**config.mk**
```make
export PLATFORM = sky130hd
export DESIGN_NAME = uart_tx_arbiter
export DESIGN_NICKNAME = d
export VERILOG_FILES = /design/src/rtl/uart_arb_pkg.sv /design/src/rtl/uart_arb_rr_picker.sv /design/src/rtl/uart_tx_arbiter.sv
export SDC_FILE = /design/constraint.sdc
export NUM_CORES = 1
export LEC_CHECK = 0
export CAP_MARGIN = 5
export CORE_MARGIN = 5
export CORE_UTILIZATION = 43
export CTS_CLUSTER_SIZE = 40
export DETAILED_ROUTE_END_ITERATION = 8
export PLACE_DENSITY = 0.83
export SKIP_LAST_GASP = 1
export SLEW_MARGIN = 20
export SYNTH_ARGS = -nofsm -noshare
export SYNTH_HDL_FRONTEND = slang
export SYNTH_SLANG_ARGS = --single-unit
```
**constraint.sdc**
```tcl
create_clock -name clk -period 2.5 [get_ports clk]
set_input_delay 0.25 -clock clk [delete_from_list [all_inputs] [get_ports clk]]
set_output_delay 0.25 -clock clk [all_outputs]
set_load 0.02 [all_outputs]
```
**src/rtl/uart_arb_pkg.sv**
```systemverilog
// Shared definitions for the UART TX arbiter: FSM state encoding,
// requester index constants, default byte width and a round-robin helper.
package uart_arb_pkg;

    localparam int ARB_DATA_W = 8;

    localparam int REQ_WATCH = 0;
    localparam int REQ_DHT   = 1;
    localparam int REQ_SR04  = 2;

    typedef enum logic [1:0] {
        IDLE      = 2'd0,
        GRANT     = 2'd1,
        ISSUE     = 2'd2,
        WAIT_DONE = 2'd3
    } arb_state_e;

    // Index that follows idx in a ring of n entries.
    function automatic int rr_next(input int idx, input int n);
        return (idx + 1 >= n) ? 0 : idx + 1;
    endfunction

endpackage

```
**src/rtl/uart_arb_rr_picker.sv**
```systemverilog
// Combinational round-robin picker: returns the first asserted entry of
// valid_i at or after ptr_i (wrapping), plus a flag saying any entry is set.
// ptr_i is expected to be below N.
module rr_picker #(
    parameter int N    = 3,
    parameter int ID_W = 2
) (
    input  logic [N-1:0]    valid_i,
    input  logic [ID_W-1:0] ptr_i,
    output logic [ID_W-1:0] idx_o,
    output logic            any_o
);

    logic [ID_W-1:0] cand [N];
    logic [N-1:0]    hit;

    // cand[k] is the index k places after the pointer; hit[k] says it is valid.
    for (genvar gi = 0; gi < N; gi++) begin : g_rot
        assign cand[gi] = ID_W'(((int'(ptr_i) + gi) >= N) ? (int'(ptr_i) + gi - N)
                                                          : (int'(ptr_i) + gi));
        assign hit[gi]  = valid_i[cand[gi]];
    end

    // Walk from the farthest offset down so the nearest hit wins.
    always_comb begin
        idx_o = '0;
        any_o = |hit;
        for (int k = N - 1; k >= 0; k--) begin
            if (hit[k]) begin
                idx_o = cand[k];
            end
        end
    end

endmodule

```
**src/rtl/uart_tx_arbiter.sv**
```systemverilog
// Round-robin, message-locked arbiter that shares one UART TX serializer
// between several byte sources. A winning source keeps the line until the
// byte it flagged as last has finished on the wire.
// Optional build macro UART_ARB_TIMEOUT_EN: releases a locked message whose
// source stays silent for TIMEOUT_CYC cycles between bytes and raises a
// sticky timeout_flag. Without it, timeout_flag is constant 0.
import uart_arb_pkg::*;

module uart_tx_arbiter #(
    parameter int N_REQ       = 3,
    parameter int DATA_W      = ARB_DATA_W,
    parameter int TIMEOUT_CYC = 1_000_000,
    localparam int ID_W       = (N_REQ > 1) ? $clog2(N_REQ) : 1
) (
    input  logic                    clk,
    input  logic                    reset,
    input  logic [N_REQ-1:0]        req_valid,
    input  logic [N_REQ*DATA_W-1:0] req_data,
    input  logic [N_REQ-1:0]        req_last,
    output logic [N_REQ-1:0]        req_ready,
    input  logic                    tx_busy,
    input  logic                    tx_done,
    output logic                    tx_start,
    output logic [DATA_W-1:0]       tx_data,
    output logic                    grant_valid,
    output logic [ID_W-1:0]         grant_id,
    output logic                    timeout_flag
);

    localparam logic [N_REQ-1:0] REQ_ONE = N_REQ'(1);

    arb_state_e        state_q;
    logic              grant_valid_q;
    logic [ID_W-1:0]   grant_id_q;
    logic [ID_W-1:0]   ptr_q;
    logic [N_REQ-1:0]  req_ready_q;
    logic              tx_start_q;
    logic [DATA_W-1:0] tx_data_q;
    logic              last_q;

    logic [ID_W-1:0]   pick_idx;
    logic              pick_any;
    logic              sel_valid;
    logic              sel_last;
    logic [DATA_W-1:0] sel_data;
    logic [ID_W-1:0]   ptr_d;

    // Requests from the current owner only; everyone else is ignored while locked.
    assign sel_valid = req_valid[grant_id_q];
    assign sel_last  = req_last[grant_id_q];
    assign sel_data  = req_data[grant_id_q*DATA_W +: DATA_W];

    // The owner that just finished gets the lowest priority next round.
    assign ptr_d = ID_W'(rr_next(int'(grant_id_q), N_REQ));

    rr_picker #(
        .N    (N_REQ),
        .ID_W (ID_W)
    ) u_picker (
        .valid_i (req_valid),
        .ptr_i   (ptr_q),
        .idx_o   (pick_idx),
        .any_o   (pick_any)
    );

`ifdef UART_ARB_TIMEOUT_EN
    localparam int CNT_W = (TIMEOUT_CYC > 1) ? $clog2(TIMEOUT_CYC) : 1;
    localparam logic [CNT_W-1:0] CNT_LAST = CNT_W'(TIMEOUT_CYC - 1);

    logic [CNT_W-1:0] cnt_q;
    logic             timeout_flag_q;
`endif

    // Arbitration FSM; all outputs are registered here.
    always_ff @(posedge clk) begin
        if (reset) begin
            state_q       <= IDLE;
            grant_valid_q <= 1'b0;
            grant_id_q    <= '0;
            ptr_q         <= '0;
            req_ready_q   <= '0;
            tx_start_q    <= 1'b0;
            tx_data_q     <= '0;
            last_q        <= 1'b0;
`ifdef UART_ARB_TIMEOUT_EN
            cnt_q          <= '0;
            timeout_flag_q <= 1'b0;
`endif
        end else begin
            req_ready_q <= '0;
            tx_start_q  <= 1'b0;
            case (state_q)
                IDLE: begin
`ifdef UART_ARB_TIMEOUT_EN
                    cnt_q <= '0;
`endif
                    if (pick_any) begin
                        grant_valid_q <= 1'b1;
                        grant_id_q    <= pick_idx;
                        state_q       <= GRANT;
                    end
                end
                GRANT: begin
                    if (sel_valid && !tx_busy) begin
                        req_ready_q <= REQ_ONE << grant_id_q;
                        tx_start_q  <= 1'b1;
                        tx_data_q   <= sel_data;
                        last_q      <= sel_last;
                        state_q     <= ISSUE;
`ifdef UART_ARB_TIMEOUT_EN
                        cnt_q       <= '0;
                    end else if (cnt_q == CNT_LAST) begin
                        // Saturate while the owner still has a byte pending behind tx_busy.
                        if (!sel_valid) begin
                            grant_valid_q  <= 1'b0;
                            timeout_flag_q <= 1'b1;
                            ptr_q          <= ptr_d;
                            cnt_q          <= '0;
                            state_q        <= IDLE;
                        end
                    end else begin
                        cnt_q <= cnt_q + 1'b1;
`endif
                    end
                end
                ISSUE: begin
                    state_q <= WAIT_DONE;
                end
                WAIT_DONE: begin
                    if (tx_done) begin
                        if (last_q) begin
                            grant_valid_q <= 1'b0;
                            ptr_q         <= ptr_d;
                            state_q       <= IDLE;
                        end else begin
                            state_q <= GRANT;
                        end
                    end
                end
                default: begin
                    state_q <= IDLE;
                end
            endcase
        end
    end

    assign req_ready   = req_ready_q;
    assign tx_start    = tx_start_q;
    assign tx_data     = tx_data_q;
    assign grant_valid = grant_valid_q;
    assign grant_id    = grant_id_q;
`ifdef UART_ARB_TIMEOUT_EN
    assign timeout_flag = timeout_flag_q;
`else
    assign timeout_flag = 1'b0;
`endif

endmodule
```
======== Yosys cells after proc, flatten, opt, wreduce, memory -nomap -nowiden ========
Index checks and enable logic that the tools add are counted.
storage, ports and cells
  register bits ........................... 20
  input port bits ......................... 34
  output and inout port bits .............. 16
operators by class
  $add $sub $neg .......................... 6
  $lt $le $gt $ge ......................... 8
  eq/ne operators ......................... 7
  shift operators ......................... 2
  mux-type cells .......................... 27
  bitwise operators ....................... 2
  reductions and logical operators ........ 12
operators by type and width
  cell                 count
  $shiftx 24x6->8      1
  $mux 2               10
  $lt 2x3->1 const B   4
  $bmux 1 s2           5
  $mux 1               10
  $ge 3x2->1 const B   3
  $ne 2x2->1 const B   4
  $pmux 2 s4           1
  $add 2x1->3 const B  2
  $reduce_and 3->1     2
  $reduce_or 3->1      2
  $eq 2x2->1 const B   2
  $reduce_and 2->1     2
  $reduce_and 4->1     1
  $sub 2x1->2 const B  2
  $add 2x2->3 const B  1
  $shl 1x2->3 const A  1
  $eq 2x1->1 const B   1
  $ge 2x2->1 const B   1
  $logic_not 2->1      1
  $not 1->1            2
  $pmux 1 s2           1
  $reduce_bool 2->1    1
  $reduce_or 2->1      1
  other kinds (3)      3

======== Longest topological paths before layout ========
Gate-level depths: netlist of run 1.
  word-level depth ........................ 8
  gate-level depth with buffers ........... 7
  gate-level depth less buffers ........... 7

======== Modules after synthesis ========
From an unflattened synthesis of run 1, not the netlist that was laid out.
second synthesis, totals
  cell total of the unflattened synthesis .. 153
  area total of the unflattened synthesis .. 1,249.9 um^2
by module, submodules not included
  module           instances  cells an instance  area an instance (um^2)  sequential area each (um^2)
  uart_tx_arbiter  1          124                1,052.3                  400.4
  rr_picker        1          29                 197.7                    0.0

======== Worst setup path after synthesis of run 1 ========
OpenSTA, ideal clock, no wires.
  path kind ............................... register -> register
  start point ............................. register ptr_q[0]
  end point ............................... register state_q[0]
  library setup time ...................... 0.086 ns
  data arrival time ....................... 1.705 ns
  data required time ...................... 2.414 ns
  setup slack ............................. 0.709 ns
  stages on the path, launching flop included .. 8
  path through ............................ dfxtp_1 > inv_1 > ha_1 > a22o_1 > a211oi_2 > o2111ai_1 > and3_1 > a211oi_1
between the ends
  word-level cells in the longest chain between the ends .. 8
  elaborated cells on any way between the ends .. 20
  classes of those cells .................. 5 x add/sub; 3 x order compare; 1 x eq/ne; 9 x mux; 2 x reduce/logical
ends and longest elaborated chain
  item                                               RTL line                  RTL
  start, declared                                    uart_tx_arbiter.sv:35     logic [ID_W-1:0] ptr_q;
  start signal, assigned                             uart_tx_arbiter.sv:133    ptr_q <= ptr_d;
  $add 2x1->3 / $add 2x2->3 (equally long branches)  uart_arb_rr_picker.sv:19  assign cand[gi] = ID_W'(((int'(ptr_i) + gi) >= N) ? (int'(ptr_i) + gi - N)
  $ge 3x2->1 / $sub 2x1->2 (equally long branches)   uart_arb_rr_picker.sv:19
  $mux 2                                             uart_arb_rr_picker.sv:19
  $bmux 1 s2                                         uart_arb_rr_picker.sv:21  assign hit[gi] = valid_i[cand[gi]];
  $mux 1 (implied by the code)                       uart_arb_rr_picker.sv:21
  $reduce_or 3->1 (*)                                uart_arb_rr_picker.sv:27  any_o = |hit;
  $ne 2x2->1 (no line) (*)                           n/a
  $reduce_and 3->1 (no line) (*)                     n/a
  end signal, assigned                               uart_tx_arbiter.sv:77     state_q <= IDLE;
  end signal, assigned                               uart_tx_arbiter.sv:100    state_q <= GRANT;
  end signal, assigned                               uart_tx_arbiter.sv:109    state_q <= ISSUE;
  end, declared                                      uart_tx_arbiter.sv:32     arb_state_e state_q;
Every way passes the cells marked *; elsewhere a longest branch is shown, timed or not. The select of a mux whose other input is x is not followed.
A chain may end at the register's enable or synchronous reset.

======== Worst setup path in the final report of run 1 ========
Same ends and word-level chain as after synthesis.

==> results of run 1 <==
==> state kept, by name, indices dropped and copies added, names as in the netlist <==
name	cells
state_q	2
tx_data	8
tx_start	1
req_ready	3
last_q	1
grant_id	2
grant_valid	1
ptr_q	2
==> metrics by stage <==
stage                     worst slack (ps)  cell area (um^2)  total power [uW]  std cells
after detailed placement             373.3              1775             884.6        223
after global placement               474.2              1775             861.8        223
final                                383.4              1798              1025        226
after CTS                            428.4              1798              1030        226
after floorplan                      709.5              1272             703.1        148
after global routing                 240.1              1798              1098        226
==> where the power goes <==
group          leakage, uW  internal (uW)  total, uW  switching [uW]
logic             0.000487            241        479             238
registers         0.000163            366        402            35.3
clock network    0.0000138           56.2        145            88.5
==> cell type report <==
class	instances	area share, %
multi-input cells	111	44.05
repair buffers	52	28.39
flip-flops and latches	20	22.27
well taps	31	2.157
inverters	9	1.879
clock buffers	3	1.253
==> synthesized netlist by cell type, drive strengths merged, types with 2 or more instances <==
cell type | instances | area share (%)
a211oi | 12 | 7.9
a21oi | 16 | 6.3
and2b | 2 | 1.2
buf | 5 | 2.8
clkbuf | 3 | 0.88
dfxtp | 20 | 31
ha | 8 | 7.9
inv | 9 | 2.7
mux2i | 11 | 8.7
nand2 | 3 | 0.88
nand2b | 4 | 2.0
nand3b | 2 | 1.2
nor2 | 22 | 6.5
nor2b | 2 | 0.98
nor3 | 2 | 0.79
nor3b | 4 | 4.0
o211ai | 4 | 2.4
o21ai | 2 | 0.79
or2 | 2 | 0.98
==> layer usage <==
metal	vias up	global-route usage, %	share of wire (%)	wire [um]
met5	-	0	0	0
met4	0	9.235	2.7	89
met3	8	7.531	9.6	321
met2	48	30.03	47	1569
met1	586	18.23	41	1358
li1	622	-	-	-
==> cells in the final DEF, fill, tap and decap left out, drive strengths merged, types with 2 or more instances in the layout <==
cell type,instances
nor2,22
mux2i,11
nor3b,4
nand2b,4
o211ai,4
nand2,3
or2,2
nor2b,2
clkbuf,3
a21oi,16
a211oi,12
o21ai,2
buf,4
nand3b,2
inv,9
nor3,2
and2b,2
clkdlybuf4s50,48
dfxtp,20
ha,8
==> cells by family after synthesis <==
family	Yosys count	synth area share, %
adder cells (fa/ha/maj)	8	7.867
buffers and inverters	17	6.292
AO/OA/AOI/OAI	45	25.57
other	1	0.2947
flip-flops	20	31.46
multiplexers	11	8.653
AND/OR/NAND/NOR	46	19.86
==> path summary, 6_finish.rpt <==
path	start	to	depth (start not counted)	slack [ps]
max reg2reg	ptr_q[0]$_SDFFE_PP0P_	state_q[0]$_SDFFE_PP0P_	7	380
min reg2reg	tx_data[7]$_SDFFE_PP0P_	tx_data[7]$_SDFFE_PP0P_	2	510
min	tx_data[7]$_SDFFE_PP0P_	tx_data[7]$_SDFFE_PP0P_	2	510
max	ptr_q[0]$_SDFFE_PP0P_	state_q[0]$_SDFFE_PP0P_	7	380
==> critical path: cells and delay by family (launching register included) <==
family / cells / cell delay, ps
simple gates: 1 / 270
fa+ha+maj: 1 / 250
flops: 1 / 380
buf+inv: 1 / 80
compound gates: 4 / 1040
==> summary.txt, run 1 <==
Floorplanning
  – Row cnt: 19
  – DIE AREA: around 4100 um^2
  – Die Wd: about 64 um
  – Io pins: 50
  – Initial Util: between 40% and 50%
  – Die Height: roughly 64 um
  – Core area: approximately 2800 um^2

Worst setup path
  – Worst Setup Start Kind: register
  – CP Max Fanout: 5
  – CP required: 2710 ps
  – Crit-path max cell delay: 380 ps
  – Crit. End Element: register
  – Crit path cell chain: inv_1 > ha_1 > a22o_1 > a211oi_2 > o2111ai_1 > and3_1 > a211oi_1
  – CP Data Arrival Time: roughly 2300 ps
  – CP max stage cell: dfxtp_1
  – Worst setup path category: register to register

Clock network
  – Clk sinks: 20
  – Hold Buf Count CTS: 0
  – CTS Buffer Depth: 2
  – Post-CTS setup buffer count: 0
  – Post-CTS sizing: 0
  – Clk pin slew, worst setup/hold paths: ~100 ps
  – CTS tree: yes
  – Clock root buffer master: clkbuf_4
  – Cts bufs inserted: 3
  – Worst-Skew Late Latency: roughly 290 ps
  – CTS H-tree lvls: 1

Finish
  – Layout cells sized above 1: 9.231%
  – Final nets: ~240
  – Register area: about 400 um^2
  – Area of the multi-input gates: 792.0 um^2
  – Fin util: around 64%
  – Synthesis-to-finish area growth: 41.30%
  – ANT cells: 0
  – Fillers: roughly 230

GRT
  – Congestion Overflow GR: 0
  – Vias in the first global route: 1240
  – Global Route Usage Sum: 17.57%
  – First-pass GRT wire length: between 5000 and 6000 um
  – Largest net degree at the start of global routing: 17
  – Initial antenna violation count: 0

Synth
  – Post-Syn Area: roughly 1300 um^2
  – Post-synth EDFFs: 0
  – FFs w/ async S/R, synth: 0%
  – Ys Warns: 0
  – Post-Syn Area per Cell: 8.598 um^2
  – Prevailing post-synth register cell: dfxtp_1
  – Post-synthesis cell type count: 40
  – Nets in the synthesized netlist: between 150 and 200
  – Synthesis-stage register bit count: 20
  – Post-synthesis sequential area ratio: 31.47%
  – Syn Inst Count: ~150

Run
  – Maximum capacitance violations: 0

Timing
  – Clk_skew: between 3 and 4 ps
  – Part of the cycle the worst path needs: 84.66%
  – Final Hold Fails: 0
  – Highest Clock Rate: about 0.47 GHz
  – Minimum clock period after layout: ~2100 ps
  – Setup violators final: 0
  – Worst Hold Slack: slightly above 500 ps
  – RSZ-0062 raised after global routing: false
  – Final setup TNS: 0 ps
  – Max Slew Vio Count: 0

Outcome
  – Status: completed

Detailed routing
  – Vias per cell: between 5 and 6
  – Post-DRT Antenna Nets: 0
  – Detailed-router iteration count before antenna repair: 4
  – WL final: ~3300 um
  – Avg WL per Cell: 14.77 um
  – Iteration-0 DRC Markers: 34
  – DRC: 0
  – Routed vias: about 1300

Place
  – Placer congestion estimate: about 0.85
  – Port-buffer cells: 48
  – Dpl hpwl: about 2700 um

Power and ir drop
  – Cell leakage power: between 0.0006 and 0.0007 uW
  – VDD IR-drop max: ~0.32 mV
  – P per Cell Area: between 500 and 600 nW/um^2

Min path
  – HP Class: register to register
Note: power is estimated with default switching activity, not from simulation.
==> run 2: changes to the inputs <==
--- a/config.mk
+++ b/config.mk
@@ -7,10 +7,10 @@
 export LEC_CHECK = 0
 export CAP_MARGIN = 5
 export CORE_MARGIN = 5
-export CORE_UTILIZATION = 43
+export CORE_UTILIZATION = 39
 export CTS_CLUSTER_SIZE = 40
 export DETAILED_ROUTE_END_ITERATION = 8
-export PLACE_DENSITY = 0.83
+export PLACE_DENSITY = 0.8
 export SKIP_LAST_GASP = 1
 export SLEW_MARGIN = 20
 export SYNTH_ARGS = -nofsm -noshare
==> constraint.sdc (replaced) <==
create_clock -name clk -period 1.8 [get_ports clk]
set_input_delay 0.18 -clock clk [delete_from_list [all_inputs] [get_ports clk]]
set_output_delay 0.18 -clock clk [all_outputs]
set_load 0.02 [all_outputs]
==> run 2 against run 1 <==
Net effect: flip-flop and latch count stayed put; critical path type unchanged; critical endpoint unchanged; clock power grew 44%; non-clock buffer count is 7 higher; sequential share of layout area shrank 1.5 points; sequential power increased by 40%; utilization down 1.6 points; highest routed layer unchanged; hold slack better by 4.5 ps; critical path depth grew 1; final cell count rose by 8.8%; largest cell class unchanged; global-route usage down 1.5 points.
==> summary.txt, run 2 (synthesis results as in run 1) <==
Min path
  – Hold path cells: 2 (unchanged)
  – HP Class: register to register

Timing
  – Final setup TNS: 0 ps (unchanged)
  – Minimum clock period after layout: 1747 ps (-369.8 ps)
  – Clk_skew: 4.015 ps (+0.5407 ps)
  – Final Hold Fails: 0 (unchanged)
  – Setup violators final: 0 (unchanged)
  – Max Slew Vio Count: 0 (unchanged)
  – Highest Clock Rate: 0.5725 GHz (+21%)
  – Part of the cycle the worst path needs: 97.04% (+12 points)
  – Worst Setup Slack, final: 53.23 ps (-330.2 ps)

Place
  – Port-buffer cells: 48 (unchanged)
  – Dpl hpwl: 2753 um (+1.4%)
  – DP Worst Slack: -167.9 ps (-541.2 ps)
  – Placed cells: 243 (+9.0%)
  – Placer congestion estimate: 0.8931 (+4.5%)

Power and ir drop
  – VDD IR-drop max: 0.3891 mV (+21%)
  – Cell leakage power: 0.0007153 uW (+7.7%)
  – P per Cell Area: 765.7 nW/um^2 (+34%)
  – Final Total Pwr: 1486 uW (+45%)

Clock network
  – Post-CTS setup buffer count: 0 (unchanged)
  – Clk sinks: 20 (unchanged)
  – CTS tree: yes
  – Clk pin slew, worst setup/hold paths: 110 ps (about the same)
  – Worst-Skew Late Latency: 300 ps (about the same)
  – Cts bufs inserted: 3 (unchanged)
  – CTS H-tree lvls: 1 (unchanged)
  – CTS Buffer Depth: 2 (unchanged)
  – Clock root buffer master: clkbuf_4

GRT
  – Vias in the first global route: 1323 (+6.7%)
  – Initial antenna violation count: 0 (unchanged)
  – Largest net degree at the start of global routing: 17 (unchanged)
  – First-pass GRT wire length: 5616 um (-2.4%)
  – GR Util met1: 18.50% (+0.27 points)
  – Grt met2 use: 28.34% (-1.7 points)
  – Gr busiest metal: met2
  – GRT met3 Usage: 4.890% (-2.6 points)
  – Global Route Usage Sum: 16.04% (-1.5 points)
  – Congestion Overflow GR: 0 (unchanged)

Worst setup path
  – Crit-path max cell delay: 340 ps (-40 ps)
  – R2R cell count: 8 (+1)
  – CP max stage cell: dfxtp_2
  – CP required: 2030 ps (-680 ps)
  – CP Data Arrival Time: 1970 ps (-360 ps)
  – Worst setup path category: register to register
  – Worst Setup Start Kind: register
  – Crit. End Element: register
  – CP Max Fanout: 4 (-1)
  – Crit path cell chain: inv_1 > ha_2 > buf_4 > nand2_1 > a211oi_4 > o2111ai_4 > and3_4 > a211oi_2

Finish
  – Final nets: 246 (+2.9%)
  – Synthesis-to-finish area growth: 52.51%
  – Max reg flops: 8 (unchanged)
  – Most frequent cells in the layout: 48 x clkdlybuf4s50_1, 22 x nor2_1, 18 x dfxtp_1
  – Non-Filler Instances: 246 (+8.8%)
  – ANT cells: 0 (unchanged)
  – Fillers: 301 (+31%)
  – Layout cells sized above 1: 17.33% (+8.1 points)
  – Commonest non-fill, non-tap cell in the layout: clkdlybuf4s50_1
  – Fin util: 62.54% (-1.6 points)

Floorplanning
  – Row cnt: 20 (+1)
  – Initial Util: 41.01% (-4.4 points)
  – Die Height: 67.12 um (+4.2%)
  – Core area: 3103 um^2 (+11%)
  – Io pins: 50 (unchanged)
  – DIE AREA: 4505 um^2 (+8.6%)
  – Die Wd: 67.12 um (+4.2%)

Detailed routing
  – Post-DRT Antenna Nets: 0 (unchanged)
  – Iteration-0 DRC Markers: 59 (+74%)
  – Vias per cell: 5.211 (-6.8%)
  – DRC: 0 (unchanged)
  – WL final: 3447 um (+3.3%)
  – Routed vias: 1282 (+1.4%)
  – Detailed-router iteration count before antenna repair: 4 (unchanged)
  – Avg WL per Cell: 14.01 um (-5.1%)

Run
  – Maximum capacitance violations: 0 (unchanged)

Outcome
  – Status: completed
## run 2: changes by cell type in the layout (fill, tap and decap cells not counted), sizes merged
cell | before | now
buf | 4 | 11
## run 2: final cells by class
type                       instances  area [um^2]  share of cell area (%)
multi-input combinational        111        850.8                   43.84
timing repair buffer              59        575.6                   29.66
inverter                           9        33.78                   1.741
sequential                        20        402.9                   20.76
clock buffer                       3        22.52                   1.161
tap                               44        55.05                   2.837
## run 2: path summary, 6_finish.rpt
| check | start | end | slack, ps |
|---|---|---|---|
| min | tx_data[7]$_SDFFE_PP0P_ | tx_data[7]$_SDFFE_PP0P_ | 510 |
| min reg2reg | tx_data[7]$_SDFFE_PP0P_ | tx_data[7]$_SDFFE_PP0P_ | 510 |
| max | ptr_q[0]$_SDFFE_PP0P_ | state_q[0]$_SDFFE_PP0P_ | 50 |
| max reg2reg | ptr_q[0]$_SDFFE_PP0P_ | state_q[0]$_SDFFE_PP0P_ | 50 |
## run 2: critical path, delay by kind of cell, from the launching register on
family	cells	cell delay, ps
adder cells (fa/ha/maj)	1	180
flip-flops	1	340
AND/OR/NAND/NOR	2	280
AO/OA/AOI/OAI	3	670
buffers and inverters	2	200
## run 2: stage by stage
step / hold WS [ps] / area [um^2]
global placement: 489.2 / 1857
global route: 530.5 / 1941
detailed placement: 497.4 / 1857
floorplan: 402.4 / 1272
CTS: 507.1 / 1893
finish: 511.8 / 1941
## run 2: repair_timing
| item | 4_1_cts | 5_1_grt |
|---|---|---|
| endpoints found under the setup margin | 3 | 4 |
| resized for setup | 4 | 9 |
| pin swaps | 2 | 8 |
| cloned | 0 | 0 |
| hold buffers | 0 | 0 |
## run 2: per-layer routing
| metal | wire [um] | vias to the layer above |
|---|---|---|
| met3 | 244 | 4 |
| met5 | 0 | - |
| li1 | - | 630 |
| met4 | 29 | 0 |
| met1 | 1448 | 593 |
| met2 | 1725 | 55 |
## run 2: power by group
group          switching (uW)  total [uW]  internal, uW
clock network             131         209          78.0
registers                53.0         562           509
logic                     347         715           368
==> run 3: changes to the inputs <==
--- a/config.mk
+++ b/config.mk
@@ -8,6 +8,7 @@
 export CAP_MARGIN = 5
 export CORE_MARGIN = 5
 export CORE_UTILIZATION = 39
+export CTS_CLUSTER_DIAMETER = 80
 export CTS_CLUSTER_SIZE = 40
 export DETAILED_ROUTE_END_ITERATION = 8
 export PLACE_DENSITY = 0.8
==> results of run 3 <==
Same layout as run 2: the final DEF is identical, and so are final timing and power.
